## src/rtl/univ_shift_register.sv

```systemverilog
// Universal shift register: parametrised width, shift/rotate/arithmetic
// shift, parallel load and clear, plus an autonomous burst engine that
// applies a latched shift mode a given number of times with busy/done.
module univ_shift_register #(
    parameter int WIDTH = 8,
    parameter int CNT_W = 4
) (
    input  logic             clk,
    input  logic             rst,
    input  logic             en,
    input  logic [2:0]       mode,
    input  logic             din_l,
    input  logic             din_r,
    input  logic [WIDTH-1:0] pdata,
    input  logic             start,
    input  logic [CNT_W-1:0] count,
    output logic [WIDTH-1:0] Q,
    output logic             sout_l,
    output logic             sout_r,
    output logic             busy,
    output logic             done
);

    typedef enum logic {
        IDLE,
        BUSY
    } state_t;

    state_t           state, state_nxt;
    logic [CNT_W-1:0] remain, remain_nxt;
    logic [2:0]       lmode, lmode_nxt;
    logic [WIDTH-1:0] q_nxt;
    logic             done_nxt;
    logic             shift_type;

    // One application of an operation code to the current register value.
    function automatic logic [WIDTH-1:0] apply_op(
        input logic [2:0]       op,
        input logic [WIDTH-1:0] cur,
        input logic             dl,
        input logic             dr,
        input logic [WIDTH-1:0] ld
    );
        logic [WIDTH-1:0] res;
        case (op)
            3'b001:  res = {dr, cur[WIDTH-1:1]};
            3'b010:  res = {cur[WIDTH-2:0], dl};
            3'b011:  res = {cur[0], cur[WIDTH-1:1]};
            3'b100:  res = {cur[WIDTH-2:0], cur[WIDTH-1]};
            3'b101:  res = ld;
            3'b110:  res = {cur[WIDTH-1], cur[WIDTH-1:1]};
            3'b111:  res = '0;
            default: res = cur;
        endcase
        return res;
    endfunction

    // Modes that may be repeated by the burst engine.
    always_comb begin
        shift_type = 1'b0;
        case (mode)
            3'b001, 3'b010, 3'b011, 3'b100, 3'b110: shift_type = 1'b1;
            default:                                shift_type = 1'b0;
        endcase
    end

    // State register: FSM state, burst bookkeeping, data and done pulse.
    always_ff @(posedge clk or negedge rst) begin
        if (!rst) begin
            state  <= IDLE;
            remain <= '0;
            lmode  <= '0;
            Q      <= '0;
            done   <= 1'b0;
        end else begin
            state  <= state_nxt;
            remain <= remain_nxt;
            lmode  <= lmode_nxt;
            Q      <= q_nxt;
            done   <= done_nxt;
        end
    end

    // Next-state logic: burst acceptance, manual ops and burst stepping.
    always_comb begin
        state_nxt  = state;
        remain_nxt = remain;
        lmode_nxt  = lmode;
        q_nxt      = Q;
        done_nxt   = 1'b0;
        case (state)
            IDLE: begin
                if (start && shift_type && (count != '0)) begin
                    state_nxt  = BUSY;
                    remain_nxt = count;
                    lmode_nxt  = mode;
                end else if (start && shift_type) begin
                    done_nxt = 1'b1;
                end else if (en) begin
                    q_nxt = apply_op(mode, Q, din_l, din_r, pdata);
                end
            end
            BUSY: begin
                q_nxt      = apply_op(lmode, Q, din_l, din_r, pdata);
                remain_nxt = remain - 1'b1;
                if (remain == CNT_W'(1)) begin
                    state_nxt = IDLE;
                    done_nxt  = 1'b1;
                end
            end
            default: state_nxt = IDLE;
        endcase
    end

    // Outputs decoded from registered state.
    always_comb begin
        busy   = (state == BUSY);
        sout_l = Q[WIDTH-1];
        sout_r = Q[0];
    end

endmodule

```

## config.mk

```make
export PLATFORM = sky130hd
export DESIGN_NAME = univ_shift_register
export DESIGN_NICKNAME = d
export VERILOG_FILES = /design/src/rtl/univ_shift_register.sv
export SDC_FILE = /design/constraint.sdc
export NUM_CORES = 1
export LEC_CHECK = 0
export ABC_AREA = 1
export CORE_MARGIN = 4
export CORE_UTILIZATION = 51
export DETAILED_ROUTE_END_ITERATION = 8
export PLACE_DENSITY_LB_ADDON = 0.25
export SYNTH_ARGS = -nofsm -noshare
export SYNTH_HDL_FRONTEND = slang
export SYNTH_SLANG_ARGS = --single-unit
```

## constraint.sdc

```tcl
create_clock -name clk -period 1.5 [get_ports clk]
set_clock_uncertainty 0.05 [all_clocks]
set_input_delay 0.15 -clock clk [delete_from_list [all_inputs] [get_ports clk]]
set_output_delay 0.15 -clock clk [all_outputs]
set_load 0.02 [all_outputs]
```

# Word-level counts from Yosys, hierarchy flattened
# Index checks and enable logic that the tools add are counted.
[totals] rom_bits=0 mem_count=0 mem_bits_rw=0 latch_bits=0 elab_cells=56 output_inout_bits=12 register_bits=17 in_bits=21
[classes] shifts=0 n_eq_ne=25 n_reduce_logical=7 muxes=16 n_lt_le_gt_ge=0 bitwise_logic=1 n_addsub=1 n_div=0 mul=0
[ops] op="$pmux W8 S7" count=2
[ops] op="$eq A3 B3 Y1 const B" count=8
[ops] op="$mux W8" count=3
[ops] op="$ne A8 B1 Y1 const B" count=2
[ops] op="$pmux W8 S2" count=1
[ops] op="$ne A7 B1 Y1 const B" count=2
[ops] op="$eq A3 B2 Y1 const B" count=4
[ops] op="$ne A2 B2 Y1 const B" count=6
[ops] op="$pmux W4 S2" count=1
[ops] op="$reduce_and A7 Y1" count=1
[ops] op="$eq A3 B1 Y1 const B" count=2
[ops] op="$mux W1" count=6
[ops] op="$reduce_and A5 Y1" count=1
[ops] op="$reduce_or A5 Y1" count=1
[ops] op="$eq A4 B1 Y1 const B" count=1
[ops] op="$mux W4" count=1
[ops] op="$pmux W1 S2" count=2
[ops] op="$reduce_bool A4 Y1" count=1
[ops] op="$sub A4 B1 Y4 const B" count=1
[ops] op="$logic_and A1 B1 Y1" count=2
[ops] op="$reduce_and A2 Y1" count=1
[ops] op="$not A1 Y1" count=1

# Longest topological paths before layout
# Gate-level depths: netlist of the first run.
[logic_depth] depth_word=7 mapped_depth=10 ltp_nobuf=9

# Least setup slack after synthesis of the first run
# OpenSTA, ideal clock, no wires.
[synth_timing] kind="reg2reg" startpoint="reg state (netlist: busy)" endpoint="reg Q[0]" path_buffers=0 setup_slack_ps=175 stages_incl_launch_ff=9 t_arrival_ps=1158 setup_time_ps=117 t_required_ps=1333 synth_period_minus_slack_ps=1325 path_cell_list="dfrtp_1 inv_2 nor2_1 nand2_1 nand2_1 nor2_8 inv_2 nand2_1 nand2_1"
[synth_via] elab_chain_cells=3 elab_cells_between_ends=8 classes_between="eq/ne (5); mux (1); bitwise (1); reduce/logical (1)"
[synth_rtl] item="start: declaration" line_no="29" text="state_t state, state_nxt;"
[synth_rtl] item="start signal: assignment" line_no="76" text="state <= state_nxt;"
[synth_rtl] item="$not A1 Y1 (no source line)"
[synth_rtl] item="$ne A8 B1 Y1 (no source line) or $ne A2 B2 Y1 (tied branches)"
[synth_rtl] item="$reduce_and A5 Y1 (no source line)"
[synth_rtl] item="end signal: assignment" line_no="79" text="Q <= q_nxt;"
[synth_rtl] item="end: declaration" line_no="17" text="output logic [WIDTH-1:0] Q,"
# Parallel ways exist; a longest one is shown, timed or not.
# A chain may end at the register's enable or synchronous reset.

# Worst setup path in the final report of the first run
[layout_timing] startpoint="reg done" endpoint="out done"
[layout_rtl] item="start: declaration" line_no="21" text="output logic done"
[layout_rtl] item="start signal: assignment" line_no="80" text="done <= done_nxt;"
# No word-level cell between the ends.

==> results of run 1 <==
==> routing by layer <==
layer / global-route usage, % / up-vias
met5: 0 / -
met4: 8.13 / 0
met3: 5.05 / 13
met2: 33.5 / 79
met1: 28.1 / 735
li1: - / 832
==> worst paths after layout <==
| check | end | cells after the start | slack (ns) |
|---|---|---|---|
| worst max-delay path | done | 1 | 0.07 |
| worst min-delay path | Q[7]$_DFFE_PN0P_ | 2 | 0.11 |
| worst max register to register | Q[0]$_DFFE_PN0P_ | 9 | 0.11 |
| worst min register to register | remain[1]$_DFFE_PN0P_ | 2 | 0.54 |
| max in group asynchronous | lmode[1]$_DFFE_PN0P_ | 2 | 1.07 |
| min in group clk | remain[3]$_DFFE_PN0P_ | 3 | 0.44 |
==> area by class of cell <==
cell class / count / area share [%]
flip-flops and latches: 17 / 21.7
inverters: 18 / 3.82
clock inverters: 1 / 0.255
well taps: 31 / 1.97
multi-input cells: 180 / 47.7
repair buffers: 48 / 23.4
clock buffers: 3 / 1.15
==> stage by stage <==
| stage | util (%) | hold WS (ns) |
|---|---|---|
| 6_report | 70.7 | 0.114 |
| 5_1_grt | 70.7 | 0.116 |
| 4_1_cts | 70.3 | 0.123 |
| 3_5_place_dp | 69.7 | 0.455 |
| 3_3_place_gp | 69.7 | 0.448 |
| 2_1_floorplan | - | -0.196 |
==> power by group through the flow <==
stage                     Combinational [mW]  Clock [mW]  Sequential (mW)
after floorplan                         1.49           0             1.07
final                                   2.29       0.254            0.975
after global placement                  2.35           0            0.969
after CTS                               2.31       0.259            0.955
after global routing                    2.59       0.283             1.01
after detailed placement                2.38           0            0.966
==> logic make-up (layout without fill, tap and decap cells) <==
group,count (synthesis),after routing
buf+inv,26,70
fa+ha+maj,2,2
xor+xnor,2,2
flops,17,17
compound gates,17,17
simple gates,159,159
==> sequential cells by signal, summed over array words and instances, names as in the netlist <==
register	cells
remain	4
busy	1
done	1
lmode	3
Q	8
==> timing repair <==
action | in CTS | in global routing
pin swaps | 0 | 2
hold buffers | 0 | 0
endpoints found under the setup margin | 9 | 5
resized for setup | 9 | 5
==> synthesized netlist by cell type, drive strengths merged <==
| library cell | n |
|---|---|
| a21boi | 1 |
| a21oi | 2 |
| a22oi | 2 |
| buf | 7 |
| clkbuf | 1 |
| dfrtp | 17 |
| ha | 2 |
| inv | 18 |
| nand2 | 81 |
| nand3 | 36 |
| nand4 | 16 |
| nor2 | 24 |
| nor3b | 1 |
| o211ai | 1 |
| o21ai | 11 |
| or2 | 1 |
| xor2 | 2 |
==> key figures, run 1 <==
Global routing
  – Total track usage: a little over a fifth
  – Number of global-route vias before repair: between 1500 and 2000
  – Overflow after GRT: 0
  – Initial antenna violation count: 0
  – Largest net degree at the start of global routing: 18
  – Global-route wire length before repair: 6890 um

Route
  – WL met2: between 1500 and 2000 um
  – Initial drt markers: ~180
  – Via-per-instance ratio: between 5 and 6
  – Met1 wire length: 1630 um
  – WL per Instance: 13.2 um
  – Post-route ant nets: 0
  – Drt first pass iters: 5
  – # DRC: 0
  – Max Used Layer: met4
  – WL met3: about 350 um
  – DR vias: 1659
  – Routed Wire Length: 3920 um

Placement
  – GP Congestion: between 0.8 and 0.9
  – Cell total after placement: around 290
  – DP HPWL: 3030 um
  – Dpl cell area: 1940 um^2
  – DP Worst Slack: -0.199 ns
  – IO Port Bufs: 32

Clock network
  – Clock buffer depth: 2
  – Root Buffer: clkbuf_4
  – Post-CTS setup buffer count: 0
  – CTS tree: yes
  – CTS Buf Count: 3
  – Worst-path clk slew: ~0.11 ns
  – Worst-skew pair later-pin latency: around 0.30 ns
  – CTS sink cnt: 17
  – H-tree lvl count: 1

Yosys
  – Syn Nets: 246
  – Mapped Area: around 1500 um^2
  – Warnings, synthesis: 0
  – Adder-Cell Fraction of Synth Area: 1.67%
  – Sequential-to-total area share from yosys stat: 28.4%
  – Dominant cell type by area after synthesis: dfrtp_1
  – Mapped Cells: about 220
  – Main combinational cell family by area after synthesis: simple AND/OR/NAND/NOR gates
  – Syn Area/Cell: 6.72 um^2
  – Synth Area in Simple Gates: 52.9%
  – Unique cell type count in the Yosys netlist: 29
  – Synth Area in XOR/XNOR: under 10%
  – Top cell type's share of synthesized area: 28.4%
  – Number of synthesized register bits: 17
  – Complex-gate fraction of the synthesized area: 6.84%
  – Main area contributors after synthesis: dfrtp_1 28%, nand2_1 18%, nand3_1 11%
  – Mux cell area share after synthesis: 0%

Pwr
  – Combinational fraction of design power: between 60% and 70%
  – Sequential share of power: between 20% and 30%
  – Int Power: 1.70 mW
  – Pwr Total: 3.52 mW
  – Net Sw Frac: 51.7%
  – Clock Power Share: 7.2%
  – Power density of the placed cells: 1790 nW/um^2
  – Leakage power: roughly 0.99 nW
  – Peak VDD IR: 1.65 mV
  – Sw power: 1.82 mW

Layout
  – Footprint of the multi-input gates: 938 um^2
  – Finished Layout Cells: 298
  – Final net count: 291
  – Layout cells sized above 1: 18.0%
  – Synthesis-to-finish area growth: 31.1%
  – Commonest non-fill, non-tap cell in the layout: nand2_1
  – Register area: 427 um^2
  – ANT cells: 0
  – Most frequent cells in the layout: 72 x nand2_1, 34 x nand3_1, 21 x clkdlybuf4s50_1
  – # fillers: 255
  – Final Cell Area: 1970 um^2

Floorplan
  – Top Ports: 33
  – Die Area: 3870 um^2
  – Die Height: just over 60 um
  – Initial Util: 53.9%
  – Die X: 62.2 um
  – Row Count: 19
  – Total core area: approximately 2800 um^2

Job
  – Max-cap violations: 0

STA
  – Setup TNS: 0 ns
  – Final setup margin: 0.0659 ns
  – Hold Violations, Final: 0
  – Slew margin rel.: 78.8%
  – Fmax: 0.697 GHz
  – Fin crit period: 1.43 ns
  – Tightest Pin Transition: 0.318 ns
  – Final Setup Violations: 0
  – Max Slew Vio Count: 0
  – RSZ-0062 raised after global routing: false
  – Final period util: 95.6%

Critical path
  – Critical R2R Launch: lmode[1]$_DFFE_PN0P_
  – Max FO, Critical Path: 1
  – CP top delay family: buffers and inverters
  – Critical path type: register to output pin
  – CP max stage cell: clkdlybuf4s50_1
  – Startpoint Class: register
  – Bufs and invs on worst path: 1
  – Crit path cell chain: clkdlybuf4s50_1
  – CP endpoint kind: output pin
  – CP peak stage delay: around 0.6 ns
  – CP Launch Point: done$_DFF_PN0_
  – Worst EP arrival: about 1.2 ns
  – Worst endpoint required time: 1.30 ns

Run status
  – Status: finished, final reports clean

Hold path
  – HP Class: input port to asynchronous set/reset pin
Power figures use the tool's default switching activity.
==> run 2: changes to the inputs <==
--- a/config.mk
+++ b/config.mk
@@ -8,8 +8,10 @@
 export ABC_AREA = 1
 export CORE_MARGIN = 4
 export CORE_UTILIZATION = 51
+export CTS_BUF_LIST = sky130_fd_sc_hd__clkbuf_16
 export DETAILED_ROUTE_END_ITERATION = 8
 export PLACE_DENSITY_LB_ADDON = 0.25
+export RECOVER_POWER = 50
 export SYNTH_ARGS = -nofsm -noshare
 export SYNTH_HDL_FRONTEND = slang
 export SYNTH_SLANG_ARGS = --single-unit
==> run 2 against run 1 <==
  * Final cell count increased by 1.0%
  * Sequential share of layout area is 0.91 points lower
  * Final area grew 4.1%
  * Setup slack gained 0.0041 ns
  * Global-route usage up 0.47 points
  * First-iteration DRC count increased by 18%
  * Critical path type unchanged
  * Critical endpoint is now Q[6]
  * Largest power group unchanged
==> key figures, run 2 (synthesis gave the netlist of run 1 again) <==
Route
  – Initial drt markers: 218
  – DR vias: 1686
  – Post-route ant nets: 0
  – Routed Wire Length: around 4000 um
  – WL per Instance: ~14 um
  – Via-per-instance ratio: 5.60
  – # DRC: 0
  – Drt first pass iters: 4

Clock network
  – Root Buffer: clkbuf_16
  – Worst-skew pair later-pin latency: 0.25 ns
  – Clock buffer depth: 2
  – Hold_buf cts: 0
  – H-tree lvl count: 1
  – CTS tree: yes
  – CTS sink cnt: 17
  – CTS Buf Count: 3
  – Worst-path clk slew: 0.05 ns

Layout
  – Largest registers: Q (8), remain (4), lmode (3)
  – # fillers: 240
  – Most frequent cells in the layout: 72 x nand2_1, 34 x nand3_1, 21 x clkdlybuf4s50_1
  – Largest register FFs: 8
  – Reg with most FFs: Q
  – Post-layout util: 73.5%
  – Final net count: 294
  – Finished Layout Cells: 301
  – Commonest non-fill, non-tap cell in the layout: nand2_1
  – Layout cells sized above 1: a little under a fifth
  – Synthesis-to-finish area growth: 36.5%
  – ANT cells: 0

Critical path
  – Worst path depth: 1
  – Max FO, Critical Path: 2
  – CP peak stage delay: 0.61 ns
  – CP endpoint kind: output pin
  – CP max stage cell: clkdlybuf4s50_1
  – Startpoint Class: register
  – Critical R2R Launch: lmode[1]$_DFFE_PN0P_
  – Critical path type: register to output pin
  – Bufs and invs on worst path: 1
  – Reg2Reg Setup Slack: ~0.09 ns
  – Worst setup path end: Q[6]
  – CP Launch Point: Q[6]$_DFFE_PN0P_
  – Worst EP arrival: approximately 1.2 ns
  – CP top delay family: buffers and inverters
  – Crit path cell chain: clkdlybuf4s50_1
  – Reg2reg path depth: 9
  – Worst reg2reg path endpoint: Q[0]$_DFFE_PN0P_
  – Worst endpoint required time: 1.30 ns

STA
  – Fmax: 0.699 GHz
  – Max Slew Vio Count: 0
  – Hold_ws: 0.434 ns
  – Final period util: 95.3%
  – Setup TNS: 0 ns
  – Fin crit period: 1.43 ns
  – Hold Violations, Final: 0
  – Final setup margin: between 0.07 and 0.08 ns
  – Slew margin rel.: 34.0%
  – Final Setup Violations: 0
  – RSZ-0062 raised after global routing: true
  – Tightest Pin Transition: 0.990 ns

Hold path
  – HP Start: mode[0]
  – HP Class: input port to register

Placement
  – DP HPWL: 3030 um
  – DP Worst Slack: -0.199 ns
  – Cell total after placement: 294
  – GP Congestion: 0.888
  – IO Port Bufs: 32

Global routing
  – Overflow after GRT: 0
  – Initial antenna violation count: 0
  – Global-route wire length before repair: 7040 um
  – Total track usage: ~22%
  – Number of global-route vias before repair: roughly 1600
  – Largest net degree at the start of global routing: 18

Pwr
  – Peak VDD IR: 1.98 mV
  – Power density of the placed cells: between 1500 and 2000 nW/um^2
  – Leakage power: 1.02 nW

Floorplan
  – Die Height: roughly 62 um
  – Top Ports: 33
  – Die Area: 3870 um^2
  – Initial Util: 53.9%
  – Total core area: between 2000 and 3000 um^2
  – Row Count: 19
  – Die X: 62.2 um

Job
  – Max-cap violations: 0

Run status
  – Status: finished, final reports clean
## run 2: report_power, final
group	switching (mW)	internal (mW)
registers	0.280	0.690
logic	1.42	0.959
clock network	0.177	0.357
total	1.88	2.01
## run 2: timing repair
| item | in CTS | in global routing |
|---|---|---|
| gates resized for setup | 9 | 5 |
| buffers inserted | 0 | 3 |
| setup endpoints to repair | 9 | 9 |
## run 2: final cells by class
type | count | area, um^2 | area share [%]
multi-input cells | 180 | 953 | 46.6
repair buffers | 51 | 475 | 23.2
clock buffers | 3 | 75.1 | 3.67
flip-flops and latches | 17 | 425 | 20.8
well taps | 31 | 38.8 | 1.90
inverters | 18 | 72.6 | 3.55
clock inverters | 1 | 5.00 | 0.245
## run 2: metrics by stage
stage,total power [mW],area (um^2)
5_1_grt,4.25,2050
6_report,3.88,2050
2_1_floorplan,2.56,1500
4_1_cts,3.82,2010
3_5_place_dp,3.34,1940
3_3_place_gp,3.32,1940
## run 2: how the worst min path moves through the flow
stage | cells after the start | endpoint | slack (ns)
after CTS | 2 | lmode[1]$_DFFE_PN0P_ | 0.19
after global placement | 2 | lmode[1]$_DFFE_PN0P_ | 0.45
after floorplan | 0 | Q[0]$_DFFE_PN0P_ | -0.20
after detailed placement | 2 | lmode[1]$_DFFE_PN0P_ | 0.45
final | 4 | lmode[0]$_DFFE_PN0P_ | 0.43
after global routing | 4 | lmode[0]$_DFFE_PN0P_ | 0.49
## run 2: metal layers
metal | vias to the layer above | wire, um | global-route usage [%]
met1 | 762 | 1750 | 27.9
met4 | 0 | 78 | 6.50
li1 | 838 | - | -
met5 | - | 0 | 0
met3 | 10 | 286 | 4.50
met2 | 76 | 1960 | 36.5
==> edit 1: new RTL, flow settings as in run 1 <==
Put a register stage on the output `sout_l`, cleared by the reset. The value now appears one clock later. The other outputs are not delayed to match.
--- a/src/rtl/univ_shift_register.sv
+++ b/src/rtl/univ_shift_register.sv
@@ -25,6 +25,8 @@
         IDLE,
         BUSY
     } state_t;
+
+    logic sout_l_d;
 
     state_t           state, state_nxt;
     logic [CNT_W-1:0] remain, remain_nxt;
@@ -115,8 +117,16 @@
     // Outputs decoded from registered state.
     always_comb begin
         busy   = (state == BUSY);
-        sout_l = Q[WIDTH-1];
+        sout_l_d = Q[WIDTH-1];
         sout_r = Q[0];
+    end
+
+    always_ff @(posedge clk or negedge rst) begin
+        if (!rst) begin
+            sout_l <= '0;
+        end else begin
+            sout_l <= sout_l_d;
+        end
     end
 
 endmodule
Behaviour: not the same (a bounded check fails within 4 cycles, from zero or initial values and one cycle with rst low).
==> edit 1 against run 1 <==
Critical path depth did not move. Clock power is 25% higher. Area after synthesis rose by 0.17%. Global-route usage up 0.45 points. Cell area up 2.5%. Sequential cell count is 1 higher. Via count rose by 2.9%. First-iteration DRC count fell by 12%. Synthesized cell count down 3.1%. Worst hold slack got worse by 0.0034 ns. Die area is 0.14% higher. Power up 4.2%. Setup slack worse by 0.014 ns. Routed wire length rose by 5.9%.
==> edit 1: results (changes against run 1) <==
CP max stage delay 0.59 ns; synth top area cells dfrtp_1, nand2_1, nand3_1, nand4_1, nor2_1; Seq/Total Area, Yosys 0.3000 (+0.01619); DPL Wire Length 3052 um (+0.70%); Routed WL 4154 um (+5.9%); via count 1707 (+2.9%); clock root cell clkbuf_4; Crit Reg-Reg Endpoint Q[5]; GRT Util Overall 0.2178 (+0.004481); Crit-path slowest cell clkdlybuf4s50_1; first-pass GRT wire length 7107 um (+3.1%); gpl congestion 0.9167 (+3.2%); wire length on met1 1706 um (+4.8%); Adder-Cell Fraction of Synth Area 0.01667 (-0.00002782); vias in the first global route 1574 (+1.5%); syn nets 239 (-2.8%); outcome complete, no violations; Slew headroom 0.8179 (+0.03036); delay-heaviest family, CP buffers and inverters; dpl cells 291 (-1.0%); Area Growth Syn to Fin 34.17%; H-tree Lvls 1 (unchanged); metal3 WL 391 um (+12%); initial antenna violation count 0 (unchanged); Synth Area in Compound Gates 0.06917 (+0.0007193); crit path DAT 1.25 ns (+0.02 ns); XOR/XNOR Fraction of Synth Area 0.01167 (-0.00001948); RR Startpoint lmode[2]; Clock Tree Buf Depth 2 (unchanged); Starting DRT DRC Count 162 (-12%); total CTS buffers 3 (unchanged); layout cell share with drive strength beyond 1 0.2083 (+0.02856); WHS 0.1111 ns (-0.003379 ns); largest net degree at the start of global routing 19 (+1); wire length on met2 1980 um (+8.3%); largest vdd supply drop 1.511 mV (-8.2%); static leakage 0.9801 nW (-0.91%); R2R depth 7 (-2); fin cells 295 (-1.0%); GRT met1 Usage 0.2931 (+0.01222); Syn Area/Cell 6.951 um^2 (+3.4%); Synth top cells by count nand2_1, nand3_1, dfrtp_1; clk_lat worst skew between 0.3 and 0.4 ns; Distinct cells, synth 32 (+10%); placed cell areas 1974 um^2 (+1.9%); GR met3 Demand/Resource 0.05405 (+0.003604); pre-CTS setup slack -0.1344 ns (+0.06494 ns); reg-to-reg slack, setup 0.13 ns (+0.02 ns); main combinational cell family by area after synthesis simple AND/OR/NAND/NOR gates; Fillers 226 (-11%)
[edit 1: cell types whose count changed after synthesis, moves of 3 or more]
| cell | before | now |
|---|---|---|
| inv_1 | 9 | 6 |
| nand2_1 | 72 | 68 |
| nand3_1 | 34 | 37 |
| nor2_1 | 20 | 15 |
| nor2_2 | 0 | 3 |
| o21ai_0 | 9 | 4 |
[edit 1: layout make-up]
type                    instances  share of cell area
repair buffers                 50              0.2360
flip-flops and latches         18              0.2242
multi-input cells             176              0.4689
well taps                      31             0.01925
clock buffers                   4             0.01801
inverters                      16             0.03354
[edit 1: cell families after synthesis]
group	Yosys count
AND/OR/NAND/NOR	157
flip-flops	18
buffers and inverters	22
XOR/XNOR	2
adder cells (fa/ha/maj)	2
AO/OA/AOI/OAI	15
[edit 1: report_power, final]
part           switching (mW)  internal, mW
sequential              0.274         0.729
clock                   0.169         0.148
combinational            1.39         0.959
total                    1.83          1.84
[edit 1: repair_timing]
| action | 4_1_cts | 5_1_grt |
|---|---|---|
| buffers inserted | 0 | 0 |
| resized for setup | 8 | 5 |
| endpoints found under the setup margin | 8 | 9 |
[edit 1: how the worst max path moves through the flow]
stage,from,end,slack [ns]
finish,sout_l,sout_l,0.05
global route,sout_l,sout_l,0.008
CTS,Q[7],Q[7],0.01
detailed placement,mode[0],Q[5],-0.13
global placement,mode[0],Q[3],-0.12
floorplan,busy,Q[7],0.20
[edit 1: worst register-to-register path, delay by kind of cell (launching register included)]
| kind | cells | cell delay (ns) |
|---|---|---|
| buffers and inverters | 1 | 0.08 |
| flip-flops | 1 | 0.52 |
| AND/OR/NAND/NOR | 6 | 0.62 |
==> edit 2: new RTL, settings of run 1 <==
Made on the original files. `WIDTH`: 8 -> 12.
--- a/src/rtl/univ_shift_register.sv
+++ b/src/rtl/univ_shift_register.sv
@@ -2,7 +2,7 @@
 // shift, parallel load and clear, plus an autonomous burst engine that
 // applies a latched shift mode a given number of times with busy/done.
 module univ_shift_register #(
-    parameter int WIDTH = 8,
+    parameter int WIDTH = 12,
     parameter int CNT_W = 4
 ) (
     input  logic             clk,
Interface: changed (resized Q and pdata); port bits go from 33 to 41. No check against the original RTL was run, so the function may have changed too.
==> edit 2 against run 1 <==
Setup slack lost 0.026 ns. Die area grew 11%. Synthesized cell count grew 17%. Critical path depth grew 8. Largest cell class unchanged. Routed wire length grew 40%. Sequential cell count grew 4. Worst hold slack gained 0.011 ns. Register-to-register slack lost 0.03 ns. Power grew 34%. Sequential share of layout area grew 0.62 points. Area after synthesis grew 12%. First-iteration DRC count grew 41%. Highest routed layer unchanged. Cell area grew 20%.
==> edit 2: results (changes against run 1) <==
CTS clk-pin slew, worst paths 0.13 ns (+0.02 ns); Synth top cells by count nand2_1, nand4_1, nand3_1; synth top area cells dfrtp_1, nand2_1, nand4_1, nand3_1, o21ai_0; top fanout value on the critical path 11 (+10); initial antenna violation count 0 (unchanged); gpl congestion 0.9063 (+2.0%); largest vdd supply drop 1.220 mV (-26%); Via density 5.806 (+4.3%); layout cell share with drive strength beyond 1 0.1491 (-0.03071); Distinct cells, synth 25 (-14%); top flop regs Q: 12 flops, remain: 4 flops, lmode: 3 flops; Syn Area/Cell 6.473 um^2 (-3.7%); Seq/Total Area, Yosys 0.3123 (+0.02846); first-pass GRT wire length 9308 um (+35%); Starting DRT DRC Count 260 (+41%); dpl cells 359 (+22%); Final nets 350 (+20%); static leakage 1.151 nW (+16%); CP max stage delay 0.49 ns (-0.11 ns); largest net degree at the start of global routing 22 (+4); syn nets 287 (+17%); clk_lat worst skew about 0.31 ns; outcome complete, no violations; Port Buffers 40 (+25%); crit path DAT 1.62 ns (+0.39 ns); average wire per standard cell 15.01 um (+14%); Fillers 279 (+9.4%); worst-margin pin slew 0.2924 ns (-0.02529 ns); WHS 0.1258 ns (+0.01132 ns); Routed WL 5493 um (+40%); GRT Util Overall 0.2760 (+0.06269); clock root cell clkbuf_4; vias in the first global route 2060 (+33%)
==> edit 2: metal layers <==
metal / share of wire / GRT usage / wire, um / up-vias
li1: - / - / - / 1019
met1: 0.41 / 0.3619 / 2258 / 955
met2: 0.48 / 0.4589 / 2634 / 139
met3: 0.094 / 0.04103 / 517 / 12
met4: 0.015 / 0.1010 / 81 / 0
met5: 0 / 0 / 0 / -
==> edit 2: kinds of logic (layout without fill, tap and decap cells) <==
kind of cell,count (synthesis),after routing,synth area share
simple gates,182,182,0.5041
buf+inv,34,96,0.09293
flops,21,21,0.3123
compound gates,19,19,0.06542
fa+ha+maj,2,2,0.01487
xor+xnor,2,2,0.01041
==> edit 2: path summary, 6_finish.rpt <==
kind	to	slack [ns]	from	cells past startpoint
min reg2reg	lmode[0]	0.51	lmode[0]	2
min	lmode[2]	0.13	rst	2
max reg2reg	Q[1]	0.08	lmode[2]	9
min in group clk	lmode[1]	0.20	mode[1]	3
max	Q[1]	0.04	mode[0]	9
max in group asynchronous	busy	1.03	rst	2
==> edit 2: per-stage QoR <==
stage	cell area, um^2	setup slack, ns	TNS [ns]	util
2_1_floorplan	1683	0.08314	0	-
3_3_place_gp	2307	-0.2395	-3.686	0.7435
3_5_place_dp	2307	-0.3630	-5.801	0.7435
4_1_cts	2330	0.001068	0	0.7508
5_1_grt	2360	0.002374	0	0.7605
6_report	2360	0.04014	0	0.7605
==> edit 2: power breakdown <==
part / leakage [nW] / switching, mW / internal (mW)
registers: 0.259 / 0.327 / 0.851
clock network: 0.0150 / 0.185 / 0.104
logic: 0.877 / 1.87 / 1.37
==> edit 2: final cells by class <==
class | instances | share of cell area
Clock buffer | 4 | 0.01113
Inverter | 18 | 0.02969
Multi-Input combinational cell | 205 | 0.4284
Sequential cell | 21 | 0.2232
Tap cell | 44 | 0.02333
Timing Repair Buffer | 74 | 0.2842
==> edit 2: timing repair <==
action | CTS | global route
buffers inserted | 2 | 1
pin swaps | 0 | 3
endpoints found under the hold margin | 0 | 0
endpoints found under the setup margin | 25 | 12
gates resized for setup | 16 | 9
